**config.mk**
```make
export PLATFORM = sky130hd
export DESIGN_NAME = frame_capture_ctrl_flat
export DESIGN_NICKNAME = d
export VERILOG_FILES = /design/src/rtl/frame_capture_ctrl_if.sv /design/src/rtl/frame_capture_ctrl.sv /design/src/flat_wrapper.sv
export SDC_FILE = /design/constraint.sdc
export NUM_CORES = 1
export LEC_CHECK = 0
export ABC_AREA = 1
export CORE_MARGIN = 1
export CORE_UTILIZATION = 42
export DETAILED_ROUTE_END_ITERATION = 8
export MAX_ROUTING_LAYER = met4
export PLACE_DENSITY = 0.75
export RECOVER_POWER = 25
export SLEW_MARGIN = 15
export SYNTH_ARGS = -nofsm -noshare
export SYNTH_HDL_FRONTEND = slang
export SYNTH_SLANG_ARGS = --single-unit
```
**constraint.sdc**
```tcl
create_clock -name i_clk -period 3.45 [get_ports i_clk]
set_input_delay 0.8625 -clock i_clk [delete_from_list [all_inputs] [get_ports i_clk]]
set_output_delay 0.8625 -clock i_clk [all_outputs]
set_load 0.05 [all_outputs]
```
**src/rtl/frame_capture_ctrl_if.sv**
```systemverilog
// Video/control bundle for frame_capture_ctrl: slave = sequencer side,
// master = source/host side driving beats and commands.
interface frame_capture_ctrl_if;
   logic        i_start;
   logic        i_abort;
   logic [7:0]  i_skip_frames;
   logic [7:0]  i_capture_frames;
   logic        i_hsync;
   logic        i_vsync;
   logic        i_pixel_valid;
   logic [63:0] i_pixel_data;
   logic        o_pixel_valid;
   logic [63:0] o_pixel_data;
   logic        o_frame_start;
   logic        o_frame_end;
   logic [7:0]  o_frame_idx;
   logic        o_busy;
   logic        o_done;
   logic        o_err_geom;

   modport master (
      output i_start, i_abort, i_skip_frames, i_capture_frames,
             i_hsync, i_vsync, i_pixel_valid, i_pixel_data,
      input  o_pixel_valid, o_pixel_data, o_frame_start, o_frame_end,
             o_frame_idx, o_busy, o_done, o_err_geom
   );

   modport slave (
      input  i_start, i_abort, i_skip_frames, i_capture_frames,
             i_hsync, i_vsync, i_pixel_valid, i_pixel_data,
      output o_pixel_valid, o_pixel_data, o_frame_start, o_frame_end,
             o_frame_idx, o_busy, o_done, o_err_geom
   );
endinterface

```
**src/rtl/frame_capture_ctrl.sv**
```systemverilog
// Frame capture sequencer: align to vsync, skip leading frames, forward N frames.
// Optional line/frame geometry checking is built when FRAME_CAP_GEOM_CHECK_EN is defined.
module frame_capture_ctrl #(
   parameter int unsigned IMG_WIDTH       = 1920,
   parameter int unsigned IMG_HEIGHT      = 1080,
   parameter int unsigned PIXEL_PER_CLOCK = 4,
   parameter int unsigned CNT_W           = 16
) (
   input  logic                 i_clk,
   input  logic                 i_rst,
   frame_capture_ctrl_if.slave  bus
);

   typedef enum logic [2:0] {
      ST_IDLE,
      ST_ARM,
      ST_SKIP,
      ST_CAPTURE,
      ST_DONE
   } state_e;

   state_e      state_q, state_d;
   logic [7:0]  skip_q, skip_d;
   logic [7:0]  cap_q, cap_d;
   logic [7:0]  skip_cnt_q, skip_cnt_d;
   logic [7:0]  idx_q, idx_d;
   logic        done_q, done_d;
   logic        busy_q, busy_d;
   logic        fs_q, fs_d;
   logic        fe_q, fe_d;
   logic        pv_q, pv_d;
   logic [63:0] pd_q, pd_d;
   logic        vsync_d1_q;
   logic        err_q;

   logic        vrise, vfall;
   logic        fwd;
   logic        arm_go;
   logic        err_clr;

   assign vrise = bus.i_vsync & ~vsync_d1_q;
   assign vfall = ~bus.i_vsync & vsync_d1_q;

   always_comb begin
      state_d    = state_q;
      skip_d     = skip_q;
      cap_d      = cap_q;
      skip_cnt_d = skip_cnt_q;
      idx_d      = idx_q;
      done_d     = done_q;
      fs_d       = 1'b0;
      fe_d       = 1'b0;
      fwd        = 1'b0;
      arm_go     = 1'b0;
      err_clr    = 1'b0;

      // Abort wins over every other command, including a same-cycle start.
      if (bus.i_abort) begin
         state_d = ST_IDLE;
      end else begin
         unique case (state_q)
            ST_IDLE, ST_DONE: begin
               if (bus.i_start) begin
                  skip_d     = bus.i_skip_frames;
                  cap_d      = bus.i_capture_frames;
                  skip_cnt_d = '0;
                  idx_d      = '0;
                  err_clr    = 1'b1;
                  if (bus.i_capture_frames == 8'd0) begin
                     state_d = ST_DONE;
                     done_d  = 1'b1;
                  end else begin
                     state_d = ST_ARM;
                     done_d  = 1'b0;
                  end
               end
            end
            ST_ARM: begin
               if (vrise) begin
                  if (skip_cnt_q < skip_q) begin
                     state_d    = ST_SKIP;
                     skip_cnt_d = skip_cnt_q + 8'd1;
                  end else begin
                     state_d = ST_CAPTURE;
                     fs_d    = 1'b1;
                     arm_go  = 1'b1;
                     fwd     = bus.i_pixel_valid & bus.i_vsync;
                  end
               end
            end
            ST_SKIP: begin
               if (vfall) begin
                  state_d = ST_ARM;
               end
            end
            ST_CAPTURE: begin
               fwd = bus.i_pixel_valid & bus.i_vsync;
               if (vfall) begin
                  fe_d = 1'b1;
                  if (idx_q + 8'd1 == cap_q) begin
                     state_d = ST_DONE;
                     done_d  = 1'b1;
                  end else begin
                     state_d = ST_ARM;
                     idx_d   = idx_q + 8'd1;
                  end
               end
            end
            default: state_d = ST_IDLE;
         endcase
      end

      busy_d = (state_d == ST_ARM) || (state_d == ST_SKIP) || (state_d == ST_CAPTURE);
      pv_d   = fwd;
      pd_d   = fwd ? bus.i_pixel_data : pd_q;
   end

   always_ff @(posedge i_clk or posedge i_rst) begin
      if (i_rst) begin
         state_q    <= ST_IDLE;
         skip_q     <= '0;
         cap_q      <= '0;
         skip_cnt_q <= '0;
         idx_q      <= '0;
         done_q     <= 1'b0;
         busy_q     <= 1'b0;
         fs_q       <= 1'b0;
         fe_q       <= 1'b0;
         pv_q       <= 1'b0;
         pd_q       <= '0;
         vsync_d1_q <= 1'b0;
      end else begin
         state_q    <= state_d;
         skip_q     <= skip_d;
         cap_q      <= cap_d;
         skip_cnt_q <= skip_cnt_d;
         idx_q      <= idx_d;
         done_q     <= done_d;
         busy_q     <= busy_d;
         fs_q       <= fs_d;
         fe_q       <= fe_d;
         pv_q       <= pv_d;
         pd_q       <= pd_d;
         vsync_d1_q <= bus.i_vsync;
      end
   end

`ifdef FRAME_CAP_GEOM_CHECK_EN
   localparam logic [CNT_W-1:0] BEATS_PER_LINE  = CNT_W'(IMG_WIDTH / PIXEL_PER_CLOCK);
   localparam logic [CNT_W-1:0] LINES_PER_FRAME = CNT_W'(IMG_HEIGHT);

   function automatic logic [CNT_W-1:0] sat_inc(input logic [CNT_W-1:0] v);
      return (v == '1) ? v : v + 1'b1;
   endfunction

   logic             hsync_d1_q;
   logic [CNT_W-1:0] beat_q, beat_d, beat_now;
   logic [CNT_W-1:0] line_q, line_d, line_now;
   logic             hfall;
   logic             err_d;

   // Counts only cover captured frames; they restart at the vsync rise that
   // opens a capture, where the coincident beat is already the first one.
   always_comb begin
      hfall    = ~bus.i_hsync & hsync_d1_q;
      beat_now = fwd ? sat_inc(beat_q) : beat_q;
      line_now = hfall ? sat_inc(line_q) : line_q;
      beat_d   = beat_q;
      line_d   = line_q;
      err_d    = err_clr ? 1'b0 : err_q;
      if (arm_go) begin
         beat_d = {{(CNT_W-1){1'b0}}, fwd};
         line_d = '0;
      end else if (state_q == ST_CAPTURE) begin
         beat_d = hfall ? '0 : beat_now;
         line_d = line_now;
         if (hfall && (beat_now != BEATS_PER_LINE)) begin
            err_d = 1'b1;
         end
         if (vfall && (line_now != LINES_PER_FRAME)) begin
            err_d = 1'b1;
         end
      end
   end

   always_ff @(posedge i_clk or posedge i_rst) begin
      if (i_rst) begin
         hsync_d1_q <= 1'b0;
         beat_q     <= '0;
         line_q     <= '0;
         err_q      <= 1'b0;
      end else begin
         hsync_d1_q <= bus.i_hsync;
         beat_q     <= beat_d;
         line_q     <= line_d;
         err_q      <= err_d;
      end
   end
`else
   logic [31:0] unused_geom_cfg;
   assign unused_geom_cfg = 32'(IMG_WIDTH + IMG_HEIGHT + PIXEL_PER_CLOCK + CNT_W)
                          ^ {31'd0, bus.i_hsync} ^ {31'd0, arm_go} ^ {31'd0, err_clr};
   assign err_q = 1'b0;
`endif

   assign bus.o_pixel_valid = pv_q;
   assign bus.o_pixel_data  = pd_q;
   assign bus.o_frame_start = fs_q;
   assign bus.o_frame_end   = fe_q;
   assign bus.o_frame_idx   = idx_q;
   assign bus.o_busy        = busy_q;
   assign bus.o_done        = done_q;
   assign bus.o_err_geom    = err_q;

endmodule

```
**src/flat_wrapper.sv**
```systemverilog
// flat-port wrapper written by rule: the top's interface ports become plain ports
module frame_capture_ctrl_flat 
#(
   parameter int unsigned IMG_WIDTH       = 1920,
   parameter int unsigned IMG_HEIGHT      = 1080,
   parameter int unsigned PIXEL_PER_CLOCK = 4,
   parameter int unsigned CNT_W           = 16
)
  (i_clk, i_rst, bus_i_start, bus_i_abort, bus_i_skip_frames, bus_i_capture_frames, bus_i_hsync, bus_i_vsync, bus_i_pixel_valid, bus_i_pixel_data, bus_o_pixel_valid, bus_o_pixel_data, bus_o_frame_start, bus_o_frame_end, bus_o_frame_idx, bus_o_busy, bus_o_done, bus_o_err_geom);
  frame_capture_ctrl_if bus_i ();
  input  logic i_clk;
  input  logic i_rst;
  input wire logic [$bits(bus_i.i_start)-1:0] bus_i_start;
  input wire logic [$bits(bus_i.i_abort)-1:0] bus_i_abort;
  input wire logic [$bits(bus_i.i_skip_frames)-1:0] bus_i_skip_frames;
  input wire logic [$bits(bus_i.i_capture_frames)-1:0] bus_i_capture_frames;
  input wire logic [$bits(bus_i.i_hsync)-1:0] bus_i_hsync;
  input wire logic [$bits(bus_i.i_vsync)-1:0] bus_i_vsync;
  input wire logic [$bits(bus_i.i_pixel_valid)-1:0] bus_i_pixel_valid;
  input wire logic [$bits(bus_i.i_pixel_data)-1:0] bus_i_pixel_data;
  output wire logic [$bits(bus_i.o_pixel_valid)-1:0] bus_o_pixel_valid;
  output wire logic [$bits(bus_i.o_pixel_data)-1:0] bus_o_pixel_data;
  output wire logic [$bits(bus_i.o_frame_start)-1:0] bus_o_frame_start;
  output wire logic [$bits(bus_i.o_frame_end)-1:0] bus_o_frame_end;
  output wire logic [$bits(bus_i.o_frame_idx)-1:0] bus_o_frame_idx;
  output wire logic [$bits(bus_i.o_busy)-1:0] bus_o_busy;
  output wire logic [$bits(bus_i.o_done)-1:0] bus_o_done;
  output wire logic [$bits(bus_i.o_err_geom)-1:0] bus_o_err_geom;
  assign bus_i.i_start = bus_i_start;
  assign bus_i.i_abort = bus_i_abort;
  assign bus_i.i_skip_frames = bus_i_skip_frames;
  assign bus_i.i_capture_frames = bus_i_capture_frames;
  assign bus_i.i_hsync = bus_i_hsync;
  assign bus_i.i_vsync = bus_i_vsync;
  assign bus_i.i_pixel_valid = bus_i_pixel_valid;
  assign bus_i.i_pixel_data = bus_i_pixel_data;
  assign bus_o_pixel_valid = bus_i.o_pixel_valid;
  assign bus_o_pixel_data = bus_i.o_pixel_data;
  assign bus_o_frame_start = bus_i.o_frame_start;
  assign bus_o_frame_end = bus_i.o_frame_end;
  assign bus_o_frame_idx = bus_i.o_frame_idx;
  assign bus_o_busy = bus_i.o_busy;
  assign bus_o_done = bus_i.o_done;
  assign bus_o_err_geom = bus_i.o_err_geom;
  frame_capture_ctrl #(.IMG_WIDTH(IMG_WIDTH), .IMG_HEIGHT(IMG_HEIGHT), .PIXEL_PER_CLOCK(PIXEL_PER_CLOCK), .CNT_W(CNT_W)) u_core (.i_clk(i_clk), .i_rst(i_rst), .bus(bus_i));
endmodule
```
==> results.json <==
{
  "route.detailed.drc": 0,
  "reg2reg_to": "u_core.bus.o_pixel_data[1]",
  "drt_first_pass_iters": 4,
  "wirelength_um": 12000,
  "cts_root_buf": "clkbuf_16",
  "p_leak_nw": 3.47,
  "ys_dominant_reg_cell": "dfrtp_1",
  "holdCritStartpoint": "u_core.bus.o_pixel_data[12]",
  "reg2reg_slack_ns": 1.10,
  "power.density_nw_per_um2": 491,
  "area_growth_pct": 40.8,
  "grt_pass1_wl_um": 18900,
  "reg2reg_depth": 11,
  "hpwl_um": 8800,
  "crit_path_end_kind": "output pin",
  "hold_depth": 2,
  "fin_crit_sh": 0.746,
  "final_nets": 854,
  "critical-path-top-delay-family": "buffers and inverters",
  "core_um2": 11400,
  "ys_warn_count": 0,
  "synth_cell_types": 36,
  "clk_latency_ns": 0.34,
  "yosysTopAreaCellShare": 0.534,
  "ioPinCount": 165,
  "syn_nets": 695,
  "vdd_ir_drop_max_mv": 0.243,
  "netlist_area_um2": 4920,
  "clockBufferDepth": 2,
  "cp_num_buf_inv": 1,
  "violations": "max-capacitance violations, max-slew violations",
  "viasPerCell": 4.82,
  "finalSetupViolCount": 0,
  "io_buffer_count": 162,
  "relSlewSlack": -0.0546,
  "cp.required_ns": 2.59,
  "max_stage_delay_ns": 0.86,
  "share_comb_of_total_power": 0.270,
  "critPathArrivalTime_ns": 1.71,
  "routedWlPerCell_um": 13.2,
  "r2r-start": "u_core.skip_cnt_q[5]",
  "cts_resized": 0,
  "hp-class": "reg2reg",
  "cp_max_fo": 8,
  "path_cells": "clkdlybuf4s50_1",
  "grt_usage": 0.207,
  "min_to": "u_core.bus.o_pixel_data[12]",
  "run_status": "complete, but fails checks",
  "clock_skew_ns": 0.00468,
  "netSwitchingFraction": 0.321,
  "rsz0062_at_grt": "false",
  "synthTopCellsByCount": "nand2_1 (290), dfrtp_1 (105), inv_1 (49)",
  "cts_sinks": 105,
  "postPlaceCellArea_um2": 6620,
  "dieWidth_um": 110,
  "antenna_found_initial": 0,
  "yosysSeqAreaShare": 0.534,
  "min_period_ns": 2.58,
  "p_clk_frac": 0.306,
  "start_util": 0.431,
  "syn_avg_cell_area_um2": 8.21,
  "slew_viol_final": 64,
  "synth_area_leaders": "dfrtp_1 (53%), nand2_1 (22%), inv_1 (3.7%)",
  "finalSetupTns_ns": 0,
  "syn_inst": 599,
  "regArea_um2": 2630,
  "ant_nets": 0,
  "seq_power_share": 0.424,
  "ctsHoldBuffers": 0,
  "place_congestion": 0.879,
  "p_switching_w": 0.00109,
  "p_int_w": 0.00231,
  "finalHoldViolCount": 0,
  "first_iter_violations": 160,
  "worst_setup_hold_path_clk_slew_ns": 0.07,
  "synth_edf_count": 0,
  "max_freq_mhz": 388,
  "die-area_um2": 12100,
  "ys_ff_latch": 105,
  "async_flop_share": 1.00,
  "grt_overflow": 0,
  "first_global_vias": 4158,
  "htreeDepth": 3,
  "cts_setup_buffers": 0,
  "maxCapViolCount": 1,
  "crit_type": "reg2out",
  "drive_gt1_frac": 0.0668,
  "antenna_cells": 0,
  "fp.dieH_um": 110,
  "critPathLaunchType": "flip-flop",
  "vias": 4364,
  "cts_tree": "done",
  "tightest_slew_ns": 1.58,
  "rows": 39,
  "cts_buffers": 9,
  "yosysMostFrequentCell": "nand2_1",
  "grt_max_degree": 66,
  "multi_input_area_um2": 1930,
  "cpMaxStageDelayCell": "clkdlybuf4s50_1",
  "yosys.area.top_type": "dfrtp_1",
  "fillers": 1019,
  "fin_area_um2": 6920
}
[cells in the final DEF (no fill, tap or decap), drive strengths merged, types with 3 or more instances in the layout]
cell,count
nand2,298
clkdlybuf4s50,160
dfrtp,105
inv,51
nor2,26
nand3,25
o21ai,23
clkbuf,14
a21oi,12
nand4,11
ha,9
nand3b,4
buf,4
xor2,3
nor3,3
[stage by stage]
stage,utilization,cells,setup WS [ns],hold WS [ns],total power [W]
2_1_floorplan,-,599,1.33,0.449,0.00202
3_3_place_gp,0.580,890,0.827,0.460,0.00236
3_5_place_dp,0.580,890,0.726,0.464,0.00239
4_1_cts,0.607,906,0.868,0.482,0.00343
5_1_grt,0.606,906,0.626,0.500,0.00358
6_report,0.606,906,0.875,0.478,0.00340
[cells by family (layout without fill, tap and decap cells)]
| group | after synthesis | count (layout) | synth area share |
|---|---|---|---|
| adders and majority gates | 9 | 9 | 0.0229 |
| xor gates and xnor gates | 4 | 4 | 0.00713 |
| DFF | 105 | 105 | 0.534 |
| buffers and inverters | 72 | 236 | 0.0720 |
| other | 1 | 1 | 0.000763 |
| and+or+nand+nor | 370 | 370 | 0.320 |
| AOI/OAI and AO/OA | 38 | 38 | 0.0425 |
[worst max-delay path by stage]
stage | from | endpoint | slack [ns] | cells after the start
floorplan | i_rst | u_core.bus.o_busy | 1.33 | 1
finish | u_core.bus.o_frame_idx[0] | bus_o_frame_idx[0] | 0.87 | 1
detailed placement | bus_i_abort | u_core.bus.o_pixel_data[1] | 0.73 | 7
CTS | u_core.bus.o_frame_idx[3] | bus_o_frame_idx[3] | 0.87 | 1
global route | i_rst | u_core.skip_q[4] | 0.63 | 3
global placement | bus_i_abort | u_core.bus.o_pixel_data[45] | 0.83 | 7
[tightest hold or removal path: cells and delay by family (launching register included)]
| family | cells | cell delay (ns) |
|---|---|---|
| flops | 1 | 0.34 |
| simple gates | 2 | 0.11 |
[power by group through the flow]
stage	clock network [W]	logic [W]	registers [W]
finish	0.00104	0.000916	0.00144
global route	0.00113	0.000991	0.00146
global placement	0	0.000903	0.00146
CTS	0.00107	0.000927	0.00144
floorplan	0	0.000257	0.00177
detailed placement	0	0.000923	0.00146
[layout make-up]
cell class / instances / area share
well taps: 143 / 0.0258
clock buffers: 12 / 0.0371
flip-flops and latches: 105 / 0.380
repair buffers: 168 / 0.242
clock inverters: 4 / 0.00741
multi-input cells: 422 / 0.279
inverters: 52 / 0.0287
[flip-flops by register name (all words and copies together) (netlist names)]
| register | flops |
|---|---|
| u_core.bus.o_busy | 1 |
| u_core.bus.o_frame_end | 1 |
| u_core.bus.o_frame_idx | 8 |
| u_core.skip_q | 8 |
| u_core.bus.o_pixel_data | 64 |
| u_core.bus.o_pixel_valid | 1 |
| u_core.vsync_d1_q | 1 |
| u_core.bus.o_done | 1 |
| u_core.skip_cnt_q | 8 |
| u_core.bus.o_frame_start | 1 |
| u_core.state_q | 3 |
| u_core.cap_q | 8 |
[metal layers]
metal  track usage  wire length [µm]  vias to the layer above
met4        0.0771               204                        0
li1              -                 -                     2171
met1         0.237              4970                     2033
met2         0.365              5960                      145
met3        0.0323               857                       15
met5             -                 0                        -
Power figures use the tool's default switching activity.
